<file path="config.mk">
export PLATFORM = sky130hd
export DESIGN_NAME = mem_access_unit
export DESIGN_NICKNAME = d
export VERILOG_FILES = /design/src/rtl/mem_access_unit.sv
export SDC_FILE = /design/constraint.sdc
export NUM_CORES = 1
export LEC_CHECK = 0
export BUFFER_PORTS_ARGS = -buffer_cell sky130_fd_sc_hd__buf_2
export CAP_MARGIN = 20
export CORE_AREA = 2 2 132 95
export CTS_CLUSTER_SIZE = 12
export DETAILED_ROUTE_END_ITERATION = 7
export DIE_AREA = 0 0 134 97
export GPL_TIMING_DRIVEN = 0
export PLACE_DENSITY = 0.76
export SYNTH_ARGS = -nofsm -noshare
export SYNTH_HDL_FRONTEND = slang
export SYNTH_SLANG_ARGS = --single-unit
</file>
<file path="constraint.sdc">
create_clock -name clk -period 1.53 [get_ports clk]
set_input_delay 0.2295 -clock clk [delete_from_list [all_inputs] [get_ports clk]]
set_output_delay 0.2295 -clock clk [all_outputs]
set_load 0.01 [all_outputs]
</file>
<file path="src/rtl/mem_access_unit.sv">
// mem_access_unit
//   MEM-stage data-memory access unit between the EX/MEM and MEM/WB registers.
//   Turns a load/store into a req/ack transaction on a variable-latency
//   data-memory port and stalls the pipeline while it is outstanding. It also
//   does byte/half/word lane steering, sign/zero extension, alignment checks
//   and an ack timeout.
//
//   Ports
//     clk, rst                 clock (rising edge), synchronous active-low reset
//     MemRead, MemWrite        load / store present in MEM stage
//     MemSize, MemUnsigned     access size (00 b, 01 h, 1x w), zero-extend loads
//     MemAdr, MemWriteD        byte address, right-aligned store data
//     dmem_req/we/adr/be/wdata registered request to data memory
//     dmem_ack, dmem_rdata     completion strobe and read word
//     MemReadD                 registered, extended load result for MEM/WB
//     Stall                    hold upstream pipeline registers
//     AlignErr                 pulse: misaligned access dropped (combinational)
//     BusErr                   pulse in DONE: ack timeout (registered)
//
//   state  | meaning
//   IDLE   | waiting for a memory op; launches aligned ops immediately
//   ACCESS | request outstanding; waiting for ack or timeout
//   DONE   | one unstalled cycle so MEM/WB captures MemReadD

module mem_access_unit #(
  parameter int TIMEOUT = 64
) (
  input  logic        clk,
  input  logic        rst,
  input  logic        MemRead,
  input  logic        MemWrite,
  input  logic [1:0]  MemSize,
  input  logic        MemUnsigned,
  input  logic [31:0] MemAdr,
  input  logic [31:0] MemWriteD,
  output logic        dmem_req,
  output logic        dmem_we,
  output logic [31:0] dmem_adr,
  output logic [3:0]  dmem_be,
  output logic [31:0] dmem_wdata,
  input  logic        dmem_ack,
  input  logic [31:0] dmem_rdata,
  output logic [31:0] MemReadD,
  output logic        Stall,
  output logic        AlignErr,
  output logic        BusErr
);

  localparam int CW = $clog2(TIMEOUT);

  typedef enum logic [1:0] {
    S_IDLE   = 2'd0,
    S_ACCESS = 2'd1,
    S_DONE   = 2'd2
  } state_t;

  state_t        state_q, state_d;
  logic [CW-1:0] cnt_q, cnt_d;

  // Load attributes captured at launch so extension does not depend on the
  // EX/MEM register holding still.
  logic          ld_q, ld_d;
  logic [1:0]    size_q, size_d;
  logic          uns_q, uns_d;
  logic [1:0]    lo_q, lo_d;

  logic          req_d, we_d, bus_err_d;
  logic [31:0]   adr_d, wdata_d, readd_d;
  logic [3:0]    be_d;

  logic          op, misaligned;
  logic [3:0]    be_calc;
  logic [31:0]   wdata_calc;
  logic [31:0]   rd_shift, rd_ext;

  assign op         = MemRead | MemWrite;
  assign misaligned = ((MemSize == 2'b01) & MemAdr[0]) |
                      (MemSize[1] & (MemAdr[1:0] != 2'b00));

  always_comb begin
    be_calc    = 4'b1111;
    wdata_calc = MemWriteD;
    case (MemSize)
      2'b00: begin
        be_calc    = 4'b0001 << MemAdr[1:0];
        wdata_calc = {4{MemWriteD[7:0]}};
      end
      2'b01: begin
        be_calc    = MemAdr[1] ? 4'b1100 : 4'b0011;
        wdata_calc = {2{MemWriteD[15:0]}};
      end
      default: begin
        be_calc    = 4'b1111;
        wdata_calc = MemWriteD;
      end
    endcase
  end

  // Halves are aligned, so lo_q[0] is 0 and a byte-granular shift serves both.
  always_comb begin
    rd_shift = dmem_rdata >> {lo_q, 3'b000};
    case (size_q)
      2'b00:   rd_ext = {{24{~uns_q & rd_shift[7]}},  rd_shift[7:0]};
      2'b01:   rd_ext = {{16{~uns_q & rd_shift[15]}}, rd_shift[15:0]};
      default: rd_ext = dmem_rdata;
    endcase
  end

  always_comb begin
    state_d   = state_q;
    cnt_d     = cnt_q;
    ld_d      = ld_q;
    size_d    = size_q;
    uns_d     = uns_q;
    lo_d      = lo_q;
    req_d     = dmem_req;
    we_d      = dmem_we;
    adr_d     = dmem_adr;
    be_d      = dmem_be;
    wdata_d   = dmem_wdata;
    readd_d   = MemReadD;
    bus_err_d = 1'b0;
    Stall     = 1'b0;
    AlignErr  = 1'b0;

    case (state_q)
      S_IDLE: begin
        if (op) begin
          if (misaligned) begin
            AlignErr = 1'b1;
          end else begin
            Stall   = 1'b1;
            req_d   = 1'b1;
            we_d    = MemWrite;
            adr_d   = {MemAdr[31:2], 2'b00};
            be_d    = be_calc;
            wdata_d = wdata_calc;
            ld_d    = MemRead;
            size_d  = MemSize;
            uns_d   = MemUnsigned;
            lo_d    = MemAdr[1:0];
            // Down-counter: reaching zero marks the last allowed ACCESS cycle.
            cnt_d   = CW'(TIMEOUT - 1);
            state_d = S_ACCESS;
          end
        end
      end
      S_ACCESS: begin
        Stall = 1'b1;
        if (dmem_ack) begin
          req_d   = 1'b0;
          if (ld_q) readd_d = rd_ext;
          state_d = S_DONE;
        end else if (cnt_q == '0) begin
          req_d     = 1'b0;
          bus_err_d = 1'b1;
          if (ld_q) readd_d = 32'hDEAD_BEEF;
          state_d   = S_DONE;
        end else begin
          cnt_d = cnt_q - 1'b1;
        end
      end
      S_DONE: begin
        state_d = S_IDLE;
      end
      default: begin
        state_d = S_IDLE;
      end
    endcase
  end

  always_ff @(posedge clk) begin
    if (!rst) begin
      state_q    <= S_IDLE;
      cnt_q      <= '0;
      ld_q       <= 1'b0;
      size_q     <= 2'b00;
      uns_q      <= 1'b0;
      lo_q       <= 2'b00;
      dmem_req   <= 1'b0;
      dmem_we    <= 1'b0;
      dmem_adr   <= '0;
      dmem_be    <= '0;
      dmem_wdata <= '0;
      MemReadD   <= '0;
      BusErr     <= 1'b0;
    end else begin
      state_q    <= state_d;
      cnt_q      <= cnt_d;
      ld_q       <= ld_d;
      size_q     <= size_d;
      uns_q      <= uns_d;
      lo_q       <= lo_d;
      dmem_req   <= req_d;
      dmem_we    <= we_d;
      dmem_adr   <= adr_d;
      dmem_be    <= be_d;
      dmem_wdata <= wdata_d;
      MemReadD   <= readd_d;
      BusErr     <= bus_err_d;
    end
  end

endmodule

</file>
# Word level (Yosys, flattened, before mapping)
# Cells that the tools add are included.
dict set report classes {
  bitwise 10
  add_sub_neg 1
  n_reduce_logical 13
  shift 2
  mux 30
  n_eq_ne 8
}
# cell n
set ops {}
lappend ops {{$mux W32} 4}
lappend ops {{$pmux W32 S2} 2}
lappend ops {{$shr A32 B5 Y16} 1}
lappend ops {{$mux W6} 4}
lappend ops {{$pmux W6 S2} 1}
lappend ops {{$mux W1} 10}
lappend ops {{$reduce_and A3 Y1} 3}
lappend ops {{$mux W2} 4}
lappend ops {{$ne A2 B2 Y1 const B} 4}
lappend ops {{$pmux W4 S2} 1}
lappend ops {{$eq A2 B1 Y1 const B} 3}
lappend ops {{$logic_not A2 Y1} 3}
lappend ops {{$logic_not A6 Y1} 1}
lappend ops {{$reduce_bool A2 Y1} 3}
lappend ops {{$sub A6 B1 Y6 const B} 1}
lappend ops {{$reduce_and A5 Y1} 1}
lappend ops {{$and A1 B1 Y1} 4}
lappend ops {{$mux W4} 1}
lappend ops {{$not A1 Y1} 4}
lappend ops {{$pmux W1 S2} 2}
lappend ops {{$pmux W2 S2} 1}
lappend ops {{$reduce_and A4 Y1} 1}
lappend ops {{$shl A1 B2 Y4 const A} 1}
lappend ops {{$ne A3 B3 Y1 const B} 1}
lappend ops {{other kinds (2)} 3}
dict set report word_totals {
  reg_bits 115
}

# Longest topological paths before layout
dict set report depth {
  depth_word 6
  ltp_mapped 8
  depth_no_buf 6
}

# Worst setup path after synthesis
# Ideal clock, no wire load.
dict set report synth_timing {
  path_kind {reg-to-reg}
  startpoint {register size_q[1]}
  endpoint {register MemReadD[10]}
  arrival_ns 1.576
  required_ns 1.472
  path_buffers 1
  path_stages_with_launch 6
  setup_ns 0.058
  path_slack_ns -0.105
  path_cell_list {dfxtp_1 > buf_6 > or4b_2 > o22ai_2 > nand2b_2 > o221a_2}
}
dict set report synth_via {
  elab_chain_len 4
}
# element line
set synth_rtl {}
lappend synth_rtl {{from (decl)} 63} ;# logic [1:0] size_q, size_d;
lappend synth_rtl {{from (signal assigned)} 191} ;# size_q <= size_d;
lappend synth_rtl {{$eq A2 B1 Y1 or $logic_not A2 Y1 (tied branches)} 102} ;# case (size_q)
lappend synth_rtl {{$pmux W32 S2 (*)} 102}
lappend synth_rtl {{$mux W32 (*)} 152} ;# if (ld_q) readd_d = rd_ext;
lappend synth_rtl {{$mux W32 (*)} 150} ;# if (dmem_ack) begin
lappend synth_rtl {{to (signal assigned)} 199} ;# MemReadD <= readd_d;
lappend synth_rtl {{to (decl)} 43} ;# output logic [31:0] MemReadD,
# Every way passes the cells marked *; elsewhere a longest branch is shown, timed or not. The select of a mux whose other input is x is not followed.
# A chain may end at the register's enable or synchronous reset.

# Worst setup path after layout
dict set report layout_timing {
  startpoint {register lo_q[1]}
  endpoint {register MemReadD[10]}
}
dict set report layout_via {
  elab_chain_len 5
}
# element line
set layout_rtl {}
lappend layout_rtl {{from (decl)} 65} ;# logic [1:0] lo_q, lo_d;
lappend layout_rtl {{from (signal assigned)} 193} ;# lo_q <= lo_d;
lappend layout_rtl {{$shr A32 B5 Y16 (*)} 101} ;# rd_shift = dmem_rdata >> {lo_q, 3'b000};
lappend layout_rtl {{$and A1 B1 Y1} 103} ;# 2'b00: rd_ext = {{24{~uns_q & rd_shift[7]}}, rd_shift[7:0]};
lappend layout_rtl {{$pmux W32 S2 (*)} 102}
lappend layout_rtl {{$mux W32 (*)} 152}
lappend layout_rtl {{$mux W32 (*)} 150}
# Marked as above.

==> impl_metrics.ini <==
[floorplan]
die_area_mm2 = 0.0130
dieHeight_um = 97
boundaryPins = 209
initial_utilization = 0.439
core_mm2 = 0.0116
die_w_um = 134
rows = 33

[cts]
clock_path_buffers = 2
cts.sink_count = 115
worst_skew_pair.late_latency_ns = 0.42
cts_tree = done
numCtsBuffers = 17
h-tree-depth = 4
cts-root-buf = clkbuf_16
clkTransAtPathRegs_ns = 0.06

[timing]
worst_slew_margin_rel = 0.509
period_needed_ns = 1.75
finClkSkew_ns = 0.00858
finalHoldViolCount = 0
worst_slew_pin_slew_ns = 0.736
fmax_mhz = 572
finalSetupViolCount = 56
slew_viol_final = 0
whs_ns = 0.0457
rsz0062_at_grt = yes
fin_ws_ns = -0.217
final.period_utilization = 1.14

[placed_design]
dp_hpwl_um = 12700
place_congestion = 0.890
dp_cells = 989
portBuffers = 204

[setup_path]
r2r_cells = 5
cpLargestDelayFamily = simple AND/OR/NAND/NOR gates
crit_slowest_cell = or4b_4
endpoint_kind = register
critPathMaxFanout = 7
slowest_delay_ns = 0.49
crit_type = register to register
cp_cell_sequence = buf_2 -> or4b_4 -> o22ai_2 -> nand2b_4 -> o221a_2
cp_num_buf_inv = 1
crit_cells = 5
crit_arrival_ns = 2.11
regToRegSetupSlack_ns = -0.22
start_kind = register
worstPathRequired_ns = 1.89

[pwr]
p_sw_mw = 2.67
seqPwrFrac = 0.375
peakVddDrop_v = 0.000904
p_clk_frac = 0.410
p_int_mw = 6.30
power_density_mw_per_mm2 = 1170
cellLeakagePower_nw = 3.45
combPwrFrac = 0.215
power.share.switching = 0.297

[routing]
drt_first_pass_iters = 5
wl_per_cell_um = 17.2
wl_met1_um = 8250
num_vias = 5578
top_layer = met4
wl_met2_um = 7900
dr.first_iter.drc_count = 318
wl_um = 18000
wl_met3_um = 1550
ant_nets = 0
route.detailed.drc = 0
vias_per_cell = 5.33

[worst_hold_path]
hp-class = input pin to register
whs_path_depth = 3

[layout]
drive_above_1_share = 0.425
fillers = 979
areaGrowthSynthToFinish_pct = 50.2
multi_input_area_mm2 = 0.00289
final_nets = 982
register_area_mm2 = 0.00231
antenna_cells = 0
finalNonFillerCells = 1046

[synth]
synth_area_per_cell_um2 = 8.12
postSynth.topFlopCell = dfxtp_1
synthArstFlopShare = 0
synth_edf_count = 0
syn_inst = 627
yosysUniqueCellTypes = 48
synth_seq_area_share = 0.452
synth-seq-cells = 115
synth_top_area_share = 0.452
synth_largest_area_cell = dfxtp_1
netlist_top_cells_area = dfxtp_1 (45%), nand2_1 (11%), a21oi_1 (8.4%)
ys_warn_count = 0
syn_area_mm2 = 0.00509

[global_routing]
grt_max_degree = 17
grt_remaining_overflow = 0
grt_antenna_before_repair = 0
grt_pass1_vias = 5093
track_usage = 0.262
grt_pass1_wl_um = 26900

[status]
status = finished, violations left
failed_checks = setup timing

[job]
maxCapViolations = 0
-- placed cells by master, fill, tap and decap left out, drive strengths merged, types with 7 or more instances in the layout --
master | netlist | final
a211oi | 15 | 15
a21oi | 85 | 85
a22oi | 7 | 7
a311oi | 12 | 12
buf | 19 | 253
clkbuf | 30 | 44
clkinv | 2 | 12
dfxtp | 115 | 115
inv | 7 | 7
mux2i | 31 | 31
nand2 | 144 | 144
nor2 | 45 | 45
nor2b | 9 | 9
nor3 | 12 | 12
o211ai | 8 | 8
o21ai | 32 | 32
-- layer usage --
| layer | track usage | up-vias |
|---|---|---|
| met3 | 0.0687 | 29 |
| met1 | 0.380 | 2638 |
| met2 | 0.377 | 216 |
| met5 | 0 | - |
| met4 | 0.0851 | 0 |
| li1 | - | 2695 |
-- cells in the mapped netlist (all sizes together) (6+ instances only) --
| cell | instances |
|---|---|
| nand2 | 144 |
| dfxtp | 115 |
| a21oi | 85 |
| nor2 | 45 |
| o21ai | 32 |
| mux2i | 31 |
| clkbuf | 30 |
| buf | 19 |
| a211oi | 15 |
| a311oi | 12 |
| nor3 | 12 |
| nor2b | 9 |
| o211ai | 8 |
| a22oi | 7 |
| inv | 7 |
| nand2b | 6 |
| o22ai | 6 |
-- flip-flops by register name (all words and copies together), names as in the netlist --
signal      flops
BusErr          1
MemReadD       32
cnt_q           6
dmem_adr       30
dmem_be         4
dmem_req        1
dmem_wdata     32
dmem_we         1
ld_q            1
lo_q            2
size_q          2
state_q         2
uns_q           1
-- through the flow --
stage | utilization | setup WS (ns) | total power, mW | TNS [ns] | cell area [um2]
2_1_floorplan | - | -0.0274 | 4.27 | -0.153 | 5120
3_3_place_gp | 0.546 | -0.327 | 4.86 | -26.96 | 6330
3_5_place_dp | 0.546 | -0.352 | 4.88 | -29.62 | 6330
4_1_cts | 0.611 | -0.220 | 8.64 | -4.73 | 7090
5_1_grt | 0.659 | -0.299 | 9.34 | -11.96 | 7650
6_report | 0.659 | -0.217 | 8.97 | -5.38 | 7650
-- cell families after synthesis --
| kind of cell | share of synthesized area |
|---|---|
| compound gates | 0.231 |
| xor+xnor | 0.00172 |
| fa+ha+maj | 0.00491 |
| buf+inv | 0.0519 |
| flops | 0.452 |
| mux | 0.0720 |
| other cells | 0.000737 |
| simple gates | 0.186 |
-- worst min-delay path: stages --
cell and delay, ns:
buf_2 0.09, nand2_1 0.04, a21oi_1 0.05
-- path summary, 6_finish.rpt --
| kind | start | endpoint |
|---|---|---|
| min reg2reg | MemReadD[4]$_SDFFE_PN0P_ | MemReadD[4]$_SDFFE_PN0P_ |
| min | MemAdr[8] | dmem_adr[8]$_SDFFE_PN0P_ |
| max | lo_q[1]$_SDFFE_PN0P_ | MemReadD[10]$_SDFFE_PN0P_ |
| max reg2reg | lo_q[1]$_SDFFE_PN0P_ | MemReadD[10]$_SDFFE_PN0P_ |
-- power by group through the flow --
stage                     clock, mW  combinational, mW  sequential [mW]
after floorplan                   0              0.795             3.47
after global placement            0               1.46             3.40
after detailed placement          0               1.48             3.40
after CTS                      3.70               1.59             3.35
after global routing           3.87               2.09             3.38
final                          3.68               1.93             3.36
-- final cells by class --
type | count | share of cell area
Sequential cell | 115 | 0.303
Timing Repair Buffer | 229 | 0.169
Multi-Input combinational cell | 455 | 0.378
Tap cell | 157 | 0.0257
Buffer | 49 | 0.0486
Clock buffer | 19 | 0.0566
Clock inverter | 13 | 0.0149
Inverter | 9 | 0.00458
-- repair_timing --
item / CTS / global route
pin swaps: 5 / 24
setup endpoints to repair: 112 / 85
setup buffers: 7 / 14
hold buffers: 0 / 0
resized for setup: 50 / 123
cloned: 1 / 3
(Power assumes the default switching activity.)
